## src/rtl/jk_cnt_pkg.sv

```systemverilog
// Shared constants for the JK-flip-flop synchronous counter.
//   WIDTH_DEFAULT : default counter width
//   JK_*          : {J,K} action encodings applied to each flip-flop cell
package jk_cnt_pkg;

  localparam int unsigned WIDTH_DEFAULT = 4;

  typedef logic [1:0] jk_act_t;

  localparam jk_act_t JK_HOLD   = 2'b00;
  localparam jk_act_t JK_RESET  = 2'b01;
  localparam jk_act_t JK_SET    = 2'b10;
  localparam jk_act_t JK_TOGGLE = 2'b11;

endpackage

```

## src/rtl/jk_ff_cell.sv

```systemverilog
// Single JK flip-flop storage cell.
//   clk : rising-edge clock
//   rst : asynchronous active-high reset, forces q=0
//   j,k : JK action inputs (00 hold, 01 reset, 10 set, 11 toggle)
//   q   : stored bit
//   qb  : complement of q, always valid, including during reset
module jk_ff_cell
  import jk_cnt_pkg::*;
(
  input  logic clk,
  input  logic rst,
  input  logic j,
  input  logic k,
  output logic q,
  output logic qb
);

  // JK state update
  always_ff @(posedge clk or posedge rst) begin
    if (rst) begin
      q <= 1'b0;
    end else begin
      case (jk_act_t'({j, k}))
        JK_HOLD:   q <= q;
        JK_RESET:  q <= 1'b0;
        JK_SET:    q <= 1'b1;
        JK_TOGGLE: q <= ~q;
        default:   q <= q;
      endcase
    end
  end

  assign qb = ~q;

endmodule

```

## src/rtl/jk_sync_counter.sv

```systemverilog
// Synchronous up/down counter built from JK flip-flop cells.
// Optional parallel load compiled in with macro JK_CNT_LOAD_EN.
//   clk  : rising-edge clock
//   rst  : asynchronous active-high reset (dominates load and en)
//   en   : count enable
//   up   : 1 = increment, 0 = decrement
//   load : parallel-load strobe (JK_CNT_LOAD_EN only)
//   d    : parallel-load value (JK_CNT_LOAD_EN only)
//   q    : counter state
//   qb   : bitwise complement of q
//   tc   : combinational terminal count (about to wrap on this edge)
//   wrap : registered one-cycle pulse after a wrap-around edge
module jk_sync_counter
  import jk_cnt_pkg::*;
#(
  parameter int unsigned WIDTH = WIDTH_DEFAULT
) (
  input  logic             clk,
  input  logic             rst,
  input  logic             en,
  input  logic             up,
`ifdef JK_CNT_LOAD_EN
  input  logic             load,
  input  logic [WIDTH-1:0] d,
`endif
  output logic [WIDTH-1:0] q,
  output logic [WIDTH-1:0] qb,
  output logic             tc,
  output logic             wrap
);

  jk_act_t jk_act [WIDTH];
  logic    load_now;

`ifdef JK_CNT_LOAD_EN
  assign load_now = load;
`else
  assign load_now = 1'b0;
`endif

  // Toggle-enable chain: bit i toggles when all lower bits sit at the
  // direction's terminal value (all ones counting up, all zeros counting down).
  always_comb begin : toggle_chain
    logic ones_run;
    logic zeros_run;
    ones_run  = 1'b1;
    zeros_run = 1'b1;
    for (int i = 0; i < int'(WIDTH); i++) begin
      jk_act[i] = (en & (up ? ones_run : zeros_run)) ? JK_TOGGLE : JK_HOLD;
`ifdef JK_CNT_LOAD_EN
      // Load overrides counting: J=d[i], K=~d[i]
      if (load) jk_act[i] = d[i] ? JK_SET : JK_RESET;
`endif
      ones_run  = ones_run  &  q[i];
      zeros_run = zeros_run & ~q[i];
    end
    tc = en & (up ? ones_run : zeros_run);
  end

  // One JK cell per state bit
  for (genvar g = 0; g < int'(WIDTH); g++) begin : g_cell
    jk_ff_cell u_cell (
      .clk (clk),
      .rst (rst),
      .j   (jk_act[g][1]),
      .k   (jk_act[g][0]),
      .q   (q[g]),
      .qb  (qb[g])
    );
  end

  // Wrap pulse: a terminal-count edge that was not replaced by a load
  always_ff @(posedge clk or posedge rst) begin
    if (rst) begin
      wrap <= 1'b0;
    end else begin
      wrap <= tc & ~load_now;
    end
  end

endmodule

```

## config.mk

```make
export PLATFORM = sky130hd
export DESIGN_NAME = jk_sync_counter
export DESIGN_NICKNAME = d
export VERILOG_FILES = /design/src/rtl/jk_cnt_pkg.sv /design/src/rtl/jk_ff_cell.sv /design/src/rtl/jk_sync_counter.sv
export SDC_FILE = /design/constraint.sdc
export NUM_CORES = 1
export LEC_CHECK = 0
export CORE_AREA = 3 3 40 42
export DETAILED_ROUTE_END_ITERATION = 6
export DIE_AREA = 0 0 43 45
export GPL_TIMING_DRIVEN = 0
export SLEW_MARGIN = 30
export SYNTH_ARGS = -nofsm -noshare
export SYNTH_HDL_FRONTEND = slang
export SYNTH_SLANG_ARGS = --single-unit
```

## constraint.sdc

```tcl
create_clock -name clk -period 1.4 [get_ports clk]
set_input_delay 0.28 -clock clk [delete_from_list [all_inputs] [get_ports clk]]
set_output_delay 0.28 -clock clk [all_outputs]
set_load 0.005 [all_outputs]
```

### Word-level counts from Yosys, hierarchy flattened

Index checks and enable logic that the tools add are counted.

| operators by class | value |
|---|---|
| equality and inequality tests | 12 |
| multiplexer cells | 12 |
| bitwise operators | 14 |
| reductions and logical operators | 4 |

Operators by type and width:

| operator | number |
|---|---|
| 2-bit equality test (second input constant) | 8 |
| 1-bit one-hot mux with 3 select lines | 4 |
| 1-bit bitwise AND | 10 |
| 2-bit by 1-bit equality test with 1-bit output (second input constant) | 4 |
| 2-bit zero test | 4 |
| 2-bit 2-to-1 mux | 4 |
| 1-bit 2-to-1 mux | 4 |
| 1-bit NOT | 4 |

| word-level totals | value |
|---|---|
| bits in registers | 5 |
| input port bits | 4 |
| output and inout bits | 10 |
| logic and storage cells | 47 |

### Logic depth before layout (Yosys ltp)

Gate-level depths: netlist of run 1.

| depth | value |
|---|---|
| word-level depth | 8 |
| gate-level depth with buffers | 4 |

### Cells and area by module

Synthesis of run 1 repeated with hierarchy kept, for this count alone.

| second synthesis, totals | value |
|---|---|
| cell total of the unflattened synthesis | 33 |
| area, all modules | 279.0 sq um |

By module, submodules not included:

| module | instances | cells each | area an instance (sq um) | sequential area each (sq um) |
|---|---|---|---|---|
| jk_ff_cell | 4 | 5 | 41.3 | 25.0 |
| jk_sync_counter | 1 | 13 | 113.9 | 25.0 |

### Worst setup path after synthesis of run 1

OpenSTA, ideal clock, no wires.

| path | value |
|---|---|
| path type | reg2out |
| start point | register g_cell[0].u_cell.q |
| end point | output tc |
| arrival | 1.024 ns |
| slack | 0.096 ns |
| cell stages (with the launch flop) | 5 |
| cells stage by stage | dfrtp_1 > buf_6 > nor4_4 > nand2_1 > a21boi_1 |

| on the way | value |
|---|---|
| longest elaborated chain between the ends | 6 |
| elaborated cells on any way between the ends | 9 |
| classes of those cells | mux: 1; bitwise: 8 |

Ends and longest elaborated chain:

| item | line | source |
|---|---|---|
| start: declaration | jk_ff_cell.sv:14 | `output logic q,` |
| start signal: assignment | jk_ff_cell.sv:24 | `JK_HOLD: q <= q;` |
| start signal: assignment | jk_ff_cell.sv:27 | `JK_TOGGLE: q <= ~q;` |
| start signal: assignment | jk_ff_cell.sv:28 | `default: q <= q;` |
| 1-bit NOT | jk_sync_counter.sv:55 | `zeros_run = zeros_run & ~q[i];` |
| 1-bit bitwise AND (3 in a row) | jk_sync_counter.sv:55 |  |
| 1-bit 2-to-1 mux (*) | jk_sync_counter.sv:57 | `tc = en & (up ? ones_run : zeros_run);` |
| 1-bit bitwise AND (*) | jk_sync_counter.sv:57 |  |
| end: declaration | jk_sync_counter.sv:28 | `output logic tc,` |

Mark *: on every way between the ends. The rest lies on a longest branch, timed or not.

### Worst setup path after layout of run 1

| path | value |
|---|---|
| start point | register g_cell[2].u_cell.q |
| end point | output tc |

| on the way | value |
|---|---|
| longest elaborated chain between the ends | 5 |
| elaborated cells on any way between the ends | 7 |
| classes of those cells | mux: 1; bitwise: 6 |

Ends and longest elaborated chain:

| item | line |
|---|---|
| start: declaration | jk_ff_cell.sv:14 |
| start signal: assignment | jk_ff_cell.sv:24 |
| start signal: assignment | jk_ff_cell.sv:27 |
| start signal: assignment | jk_ff_cell.sv:28 |
| 1-bit NOT | jk_sync_counter.sv:55 |
| 1-bit bitwise AND (2 in a row) | jk_sync_counter.sv:55 |
| 1-bit 2-to-1 mux (*) | jk_sync_counter.sv:57 |
| 1-bit bitwise AND (*) | jk_sync_counter.sv:57 |

Marked as above.

==> reports/qor.yml, run 1 <==
run_status:
  status: "finished with violations"
  violations: "negative setup slack"
route:
  antenna_left: 0
  first_pass_iters: 3
  drt_iter0_markers: 3
  drt-total-wl_um: 754
  drc_errors: 0
  vias: 321
  viasPerCell: 4.12
  wl_per_cell_um: 9.67
worst_setup_path:
  cp-endpoint: "tc"
  critical_path.startpoint_type: "flip-flop"
  cp_num_cells: 4
  max_stage_delay_ns: 0.42
  crit_slowest_cell: "dfrtp_2"
  worstRegToRegCells: 6
  r2r_slack_ns: 0.04
  reg2reg_to: "g_cell[2].u_cell.q"
  path_class: "flip-flop to output pin"
  cp-startpoint: "g_cell[2].u_cell.q"
  worst-path-buf-inv: 1
  worstPathCellList: "nor4_4 > nand2_1 > a21boi_2 > buf_2"
  cp_max_fo: 3
  end_kind: "output pin"
  critPathTopFamily: "flip-flops"
  rr_startpoint: "g_cell[0].u_cell.q"
  worst_ep_arrival_time_ns: 1.34
  cp_data_required_time_ns: 1.12
layout:
  final_nets: 68
  n_fill_cell: 138
  final_util_pct: 46.3
  area_growth_pct: 80.3
  stdcell_area_um2: 596
  multi_input_area_um2: 119
  regArea_um2: 128
  layout_commonest_cell: "buf_4"
  antenna_cells: 0
  drive_gt1_share_pct: 58.7
  final_cell_mix: "buf_4, buf_6, xnor2_1, dlygate4sd2_1"
pwr:
  p_leak_nw: 0.301
  ir_worst_vdd_uv: 491
  power.density_nw_per_um2: 2330
floorplanning:
  start_util_pct: 25.7
  std_cell_rows: 13
  dieArea_um2: 1940
  dieWidth_um: 43
  pin_count: 14
  design.core.area_um2: 1280
  die_y_um: 45
clock_tree:
  clkTransAtPathRegs_ns: 0.04
  postCtsHoldBufs: 0
  clock_path_buffers: 2
  cts_buffers: 3
  cts.sinks: 5
  clk_root_buffer_cell: "clkbuf_4"
  htreeDepth: 1
  cts_tree: "yes"
  clk_latency_ns: 0.24
grt:
  grt_pass1_wl_mm: 1.12
  grt_pass1_vias: 289
  antenna_found_initial: 0
  grt.overflow.total: 0
  grt_max_degree: 6
  track_usage_pct: 8.63
synthesis:
  async_flop_share_pct: 100
  synth_edf_count: 0
  ys_warn_count: 0
  syn-instance-count: 34
  yosysSeqAreaShare_pct: 37.9
  synth.distinct_cells: 14
  ys_dominant_reg_cell: "dfrtp_1"
  syn_area_per_cell_um2: 9.72
  synth_fp_nets: 38
  yosys_register_bits: 5
  syn_area_um2: 330
timing:
  fmax_mhz: 618
  worstMarginPinSlew_ns: 0.218
  hold_viol_final: 0
  rsz0062_at_grt: "true"
  period_share_pct: 116
  setup_viol: 4
  final-max-slew-violation-count: 0
  layout_setup_ws_ns: -0.218
  period_needed_ns: 1.62
  finClkSkew_ns: 0.000432
  slew_headroom_pct: 85.3
placement:
  port_buffers: 13
  dp_worst_setup_slack_ns: -0.768
  gp_congestion: 0.637
  dpl_cell_area_um2: 479
run:
  drv_cap: 0
min_path:
  hp-class: "input port to async pin"
-- cell families after synthesis --
kind of cell              share of synthesized area (%)
buffers and inverters                              27.3
and+or+nand+nor                                    16.3
xor gates and xnor gates                           13.3
DFF                                                37.9
AOI/OAI and AO/OA                                  5.30
-- registers in the layout, summed over array words and instances, names as in the netlist --
register / count
g_cell.u_cell.q: 4
wrap: 1
-- cells in the mapped netlist, types with 3 or more instances --
master	number	area share, %
inv_1	5	5.7
buf_4	8	18
dfrtp_1	5	38
xnor2_1	4	11
nand2_1	3	3.4
-- final cells by class --
| class | count | share of cell area (%) |
|---|---|---|
| Inverter | 5 | 3.15 |
| Sequential cell | 5 | 21.4 |
| Buffer | 8 | 10.7 |
| Tap cell | 15 | 3.15 |
| Clock buffer | 4 | 4.41 |
| Multi-Input combinational cell | 15 | 20.0 |
| Timing Repair Buffer | 26 | 37.2 |
-- power by group --
group / switching, mW / internal, mW / leakage (nW)
Clock: 0.0564 / 0.108 / 0.0150
Combinational: 0.305 / 0.638 / 0.227
Sequential: 0.0646 / 0.217 / 0.0587
Total: 0.426 / 0.963 / 0.301
-- worst min-delay path by stage --
stage | from | end | slack, ns | depth (start not counted)
after floorplan | rst | g_cell[0].u_cell.q | 0.06 | 1
after global placement | rst | wrap | 0.50 | 2
after detailed placement | rst | g_cell[3].u_cell.q | 0.49 | 2
after CTS | rst | g_cell[0].u_cell.q | 0.23 | 2
after global routing | rst | g_cell[0].u_cell.q | 0.26 | 2
final | rst | g_cell[3].u_cell.q | 0.23 | 2
-- per-layer routing --
layer | track usage (%) | wire, µm | vias up
li1 | - | - | 155
met1 | 7.86 | 265 | 150
met2 | 14.7 | 403 | 12
met3 | 0.398 | 46 | 4
met4 | 12.7 | 39 | 0
met5 | 0 | 0 | -
-- worst reg2reg max path: stages, from the launching register on --
cell,delay (ns)
dfrtp_1,0.38
buf_6,0.13
buf_4,0.12
buf_4,0.13
and3_2,0.16
o21ai_0,0.21
xnor2_1,0.14
-- what timing repair did --
item | in CTS | in global routing
endpoints found under the setup margin | 9 | 5
gates resized for setup | 31 | 3
pin swaps | 3 | 0
setup buffers | 11 | 3
-- per-stage QoR --
stage	hold slack (ns)	power, mW	TNS, ns	cells
3_5_place_dp	0.485	0.968	-0.936	62
3_3_place_gp	0.496	0.958	-0.882	62
4_1_cts	0.234	1.31	-0.414	76
6_report	0.234	1.39	-0.408	78
5_1_grt	0.258	1.49	-0.597	78
2_1_floorplan	0.0585	0.674	0	34
(Power assumes the default switching activity.)
==> inputs of run 2 (changes only) <==
Settings changed: TNS_END_PERCENT set to 10.
==> run 2 against run 1 <==
Compared with the run above:
- the flow still finishes with violations (negative setup slack)
- global-route usage is 1.8 points lower
- via count is 11% lower
- die area is the same
- worst setup slack got worse by 0.0050 ns
- clock skew about the same
- largest power group unchanged
- combinational power decreased by 23%
- first-iteration DRC count fell by 100%
- clock-buffer cell count did not move
- sequential share of layout area increased by 2.5 points
==> reports/qor.yml, run 2 (same netlist as run 1, synthesis figures left out) <==
timing:
  slew_headroom_pct: 84.5  # -0.86 points
  period_share_pct: 116  # +0.36 points
  finClkSkew_ns: 0.000583  # +0.000150 ns
  worstMarginPinSlew_ns: 0.233  # +0.0146 ns
  period_needed_ns: 1.62  # +0.00502 ns
  setup_viol: 3  # -1
  fmax_mhz: 616  # -0.31%
  layout_setup_ws_ns: -0.223  # -0.00502 ns
  rsz0062_at_grt: "true"
  hold_viol_final: 0  # unchanged
  final-max-slew-violation-count: 0  # unchanged
pwr:
  power.density_nw_per_um2: 2230  # -4.4%
  ir_worst_vdd_uv: 527  # +7.4%
  p_leak_nw: 0.268  # -11%
route:
  drc_errors: 0  # unchanged
  antenna_left: 0  # unchanged
  first_pass_iters: 1  # -2
  vias: 285  # -11%
  drt_iter0_markers: 0  # -3
  viasPerCell: 3.96  # -3.8%
  drt-total-wl_um: 627  # -17%
  wl_per_cell_um: 8.71  # -9.9%
grt:
  use_met3_pct: 0  # -0.40 points
  grt_pass1_wl_um: 883  # -21%
  antenna_found_initial: 0  # unchanged
  top_usage_layer: "met4"
  grt.overflow.total: 0  # unchanged
  track_usage_pct: 6.87  # -1.8 points
  met2_usage_pct: 9.88  # -4.8 points
  grt_max_degree: 7  # +1
  grt.met1_usage_pct: 6.88  # -0.98 points
  grt_pass1_vias: 236  # -18%
worst_setup_path:
  worstPathCellList: "nor4_4 > nand2_1 > a21boi_2 > buf_2"
  cp-startpoint: "g_cell[2].u_cell.q"
  r2r_slack_ns: 0.16  # +0.12 ns
  reg2reg_to: "g_cell[2].u_cell.q"
  critical_path.startpoint_type: "flip-flop"
  path_class: "flip-flop to output pin"
  max_stage_delay_ns: 0.43  # about the same
  rr_startpoint: "g_cell[0].u_cell.q"
  cp_data_required_time_ns: 1.12  # about the same
  end_kind: "output pin"
  worstRegToRegCells: 5  # -1
  cp_max_fo: 4  # +1
  crit_slowest_cell: "dfrtp_2"
  worst_ep_arrival_time_ns: 1.34  # about the same
min_path:
  hp-class: "input port to async pin"
floorplanning:
  die_y_um: 45  # unchanged
  std_cell_rows: 13  # unchanged
  pin_count: 14  # unchanged
  design.core.area_um2: 1280  # unchanged
  dieArea_um2: 1940  # unchanged
  start_util_pct: 25.7  # unchanged
  dieWidth_um: 43  # unchanged
clock_tree:
  clk_latency_ns: 0.24  # about the same
  clk_root_buffer_cell: "clkbuf_4"
  postCtsHoldBufs: 0  # unchanged
  clock_path_buffers: 2  # unchanged
  clkTransAtPathRegs_ns: 0.04  # about the same
  htreeDepth: 1  # unchanged
  cts_buffers: 3  # unchanged
  cts_tree: "yes"
  cts.sinks: 5  # unchanged
layout:
  largest_reg_flops: 4  # unchanged
  final_cell_mix: "buf_4, inv_1, xnor2_1"
  multi_input_area_um2: 119  # unchanged
  n_fill_cell: 140  # +1.4%
  antenna_cells: 0  # unchanged
  largestRegisters: "g_cell.u_cell.q x4, wrap x1"
  instances_no_fill: 72  # -7.7%
  regArea_um2: 128  # unchanged
  layout_commonest_cell: "buf_4"
  drive_gt1_share_pct: 52.6  # -6.1 points
  final_util_pct: 41.5  # -4.9 points
  area_growth_pct: 61.4
  final_nets: 62  # -8.8%
  max_flop_register: "g_cell.u_cell.q"
placement:
  dp_cells: 62  # unchanged
  port_buffers: 13  # unchanged
  gp_congestion: 0.637  # unchanged
run_status:
  violations: "negative setup slack"
  status: "finished with violations"
run:
  drv_cap: 0  # unchanged
## run 2: metrics by stage
stage | cell area (µm²) | hold WS, ns | setup WS (ns) | power, mW | TNS (ns)
floorplan | 330 | 0.0585 | 0.0961 | 0.674 | 0
global placement | 479 | 0.496 | -0.755 | 0.958 | -0.882
detailed placement | 479 | 0.485 | -0.768 | 0.968 | -0.936
CTS | 526 | 0.234 | -0.243 | 1.17 | -0.409
global route | 533 | 0.258 | -0.266 | 1.27 | -0.473
finish | 533 | 0.234 | -0.223 | 1.19 | -0.358
## run 2: report_power, final
part	internal [mW]	switching, mW	leakage, nW	total [mW]
logic	0.495	0.233	0.194	0.728
registers	0.217	0.0802	0.0587	0.297
clock network	0.107	0.0551	0.0150	0.163
total	0.820	0.368	0.268	1.19
## run 2: repair_timing
item	in CTS	in global routing
setup endpoints to repair	9	3
cloned	0	0
pin swaps	3	0
buffers inserted	5	1
gates resized for setup	17	0
## run 2: worst max-delay path by stage
stage | to | slack [ns] | cells past startpoint
2_1_floorplan | tc | 0.1 | 4
3_3_place_gp | tc | -0.76 | 5
3_5_place_dp | tc | -0.77 | 5
4_1_cts | tc | -0.24 | 4
5_1_grt | tc | -0.27 | 4
6_report | tc | -0.22 | 4
## run 2: critical path: cells and delay by family, from the launching register on
family	cells	cell delay [ns]
flip-flops	1	0.43
AND/OR/NAND/NOR	2	0.40
AO/OA/AOI/OAI	1	0.15
buffers and inverters	1	0.13
## run 2: layer usage
layer / routed length [µm] / share of wire (%)
met2: 325 / 52
met3: 47 / 7.5
met4: 14 / 2.2
met1: 238 / 38
met5: 0 / 0
## run 2: layout make-up
type                            instances  area share (%)
Buffer                                  9            13.4
Clock buffer                            4            4.93
Inverter                                5            3.52
Multi-Input combinational cell         15            22.3
Sequential cell                         5            23.9
Tap cell                               15            3.52
Timing Repair Buffer                   19            28.4
==> inputs of run 3 (changes only) <==
Settings changed: REMOVE_ABC_BUFFERS set to 1.
==> run 3 against run 2 <==
Compared with the run above:
- the run still ends with negative setup slack left
- clock skew up 0.0034 ns
- via count decreased by 14%
- utilization is 6.2 points lower
- die area unchanged
- global-route usage increased by 1.3 points
- critical endpoint unchanged
==> reports/qor.yml, run 3 (same netlist as run 1, synthesis figures left out) <==
run_status:
  status: "finished with violations"
  violations: "negative setup slack"
grt:
  antenna_found_initial: 0  # unchanged
  grt_pass1_wl_mm: 1.08  # +23%
  grt.overflow.total: 0  # unchanged
  grt_pass1_vias: 256  # +8.5%
  grt_max_degree: 7  # unchanged
  track_usage_pct: 8.21  # +1.3 points
floorplanning:
  start_util_pct: 25.7  # unchanged
  std_cell_rows: 13  # unchanged
  pin_count: 14  # unchanged
  die_y_um: 45  # unchanged
  design.core.area_um2: 1280  # unchanged
  dieArea_um2: 1940  # unchanged
  dieWidth_um: 43  # unchanged
pwr:
  combPwrFrac_pct: 48.4  # -13 points
  pwr-share-seq_pct: 33.3  # +8.3 points
  power_switching_uw: 321  # -13%
  power.density_nw_per_um2: 2040  # -8.6%
  p_leak_nw: 0.211  # -21%
  swShare_pct: 34.8  # +3.8 points
  ir_worst_vdd_uv: 705  # +34%
  clock_power_share_pct: 18.3  # +4.6 points
  p_int_uw: 602  # -27%
layout:
  final_nets: 50  # -19%
  antenna_cells: 0  # unchanged
  largest_reg_flops: 4  # unchanged
  layout_commonest_cell: "dlygate4sd2_1"
  max_flop_register: "g_cell.u_cell.q"
  instances_no_fill: 60  # -17%
  final_cell_mix: "dlygate4sd2_1, inv_1, xnor2_1"
  drive_gt1_share_pct: 28.9  # -24 points
  largestRegisters: "g_cell.u_cell.q x4, wrap x1"
  area_growth_pct: 37.1
worst_setup_path:
  max_stage_delay_ns: 0.42  # about the same
  critical_path.startpoint_type: "flip-flop"
  path_class: "flip-flop to output pin"
  end_kind: "output pin"
  worstPathCellList: "nor4_4 > nand2_1 > a21boi_2 > buf_2"
  cp_max_fo: 3  # -1
  cp_data_required_time_ns: 1.12  # about the same
  worst_ep_arrival_time_ns: 1.32  # -0.02 ns
  crit_slowest_cell: "dfrtp_2"
timing:
  worstMarginPinSlew_ns: 0.216  # -0.0169 ns
  fmax_mhz: 624  # +1.3%
  rsz0062_at_grt: "true"
  period_needed_ns: 1.60  # -0.0202 ns
  hold_viol_final: 0  # unchanged
  layout_setup_ws_ns: -0.202  # +0.0202 ns
  slew_headroom_pct: 85.5  # +1.0 points
  holdWs_ns: 0.236  # +0.00181 ns
  period_share_pct: 114  # -1.4 points
  final-max-slew-violation-count: 0  # unchanged
  setup_viol: 1  # -2
  finClkSkew_ns: 0.00393  # +0.00335 ns
route:
  vias: 244  # -14%
  viasPerCell: 4.07  # +2.7%
  drc_errors: 0  # unchanged
  wl_per_cell_um: 9.80  # +13%
  antenna_left: 0  # unchanged
  first_pass_iters: 1  # unchanged
  drt-total-wl_um: 588  # -6.2%
  drt_iter0_markers: 0  # unchanged
clock_tree:
  cts_buffers: 3  # unchanged
  cts.sinks: 5  # unchanged
  postCtsHoldBufs: 0  # unchanged
  clk_latency_ns: 0.24  # about the same
  clock_path_buffers: 2  # unchanged
  clk_root_buffer_cell: "clkbuf_4"
  clkTransAtPathRegs_ns: 0.05  # about the same
  cts_tree: "yes"
  htreeDepth: 1  # unchanged
min_path:
  hp-class: "input port to async pin"
placement:
  hpwl_um: 423
  dp_worst_setup_slack_ns: -0.769  # -0.00114 ns
  port_buffers: 13  # unchanged
  gp_congestion: 0.723  # +14%
  dp_cells: 53  # -15%
run:
  drv_cap: 0  # unchanged
[run 3: per-layer routing]
metal,up-vias,global-route usage (%),share of wire [%]
met5,-,0,0
met4,0,5.42,1.4
met3,2,6.37,12
met2,14,10.5,44
met1,110,9.31,43
li1,118,-,-
[run 3: critical path: cells and delay by family, from the launching register on]
family          cells  cell delay, ns
flops               1            0.42
buf+inv             1            0.13
simple gates        2            0.39
compound gates      1            0.15
[run 3: power groups by stage]
stage	Combinational, mW	Sequential [mW]	Clock (mW)
2_1_floorplan	0.157	0.324	0
3_3_place_gp	0.430	0.338	0
3_5_place_dp	0.433	0.340	0
4_1_cts	0.451	0.309	0.178
5_1_grt	0.498	0.325	0.187
6_report	0.447	0.308	0.168
[run 3: timing repair]
action / CTS / global route
endpoints found under the setup margin: 9 / 4
pin swaps: 3 / 0
resized for setup: 18 / 1
setup buffers: 3 / 0
[run 3: metrics by stage]
stage | setup TNS [ns] | power, mW | instance area (µm²) | utilization (%)
3_3_place_gp | -0.912 | 0.768 | 408 | 31.7
2_1_floorplan | 0 | 0.482 | 259 | -
6_report | -0.202 | 0.923 | 453 | 35.2
3_5_place_dp | -0.985 | 0.773 | 408 | 31.7
4_1_cts | -0.208 | 0.939 | 452 | 35.2
5_1_grt | -0.391 | 1.01 | 453 | 35.2
[run 3: worst paths after layout]
kind                                    start                  to  slack [ns]  cells past startpoint
max in group asynchronous                 rst  g_cell[1].u_cell.q        0.97                      2
max reg2reg                g_cell[1].u_cell.q  g_cell[2].u_cell.q        0.21                      4
min in group clk           g_cell[3].u_cell.q  g_cell[3].u_cell.q        0.53                      1
min                                       rst                wrap        0.24                      2
min reg2reg                g_cell[3].u_cell.q  g_cell[3].u_cell.q        0.53                      1
max                        g_cell[1].u_cell.q                  tc       -0.20                      4
[run 3: area by class of cell]
cell class              instances  area [µm²]
repair buffers                 16         141
clock buffers                   4        26.3
inverters                       5        18.8
fillers                       142         832
multi-input cells              15         119
flip-flops and latches          5         129
well taps                      15        18.8
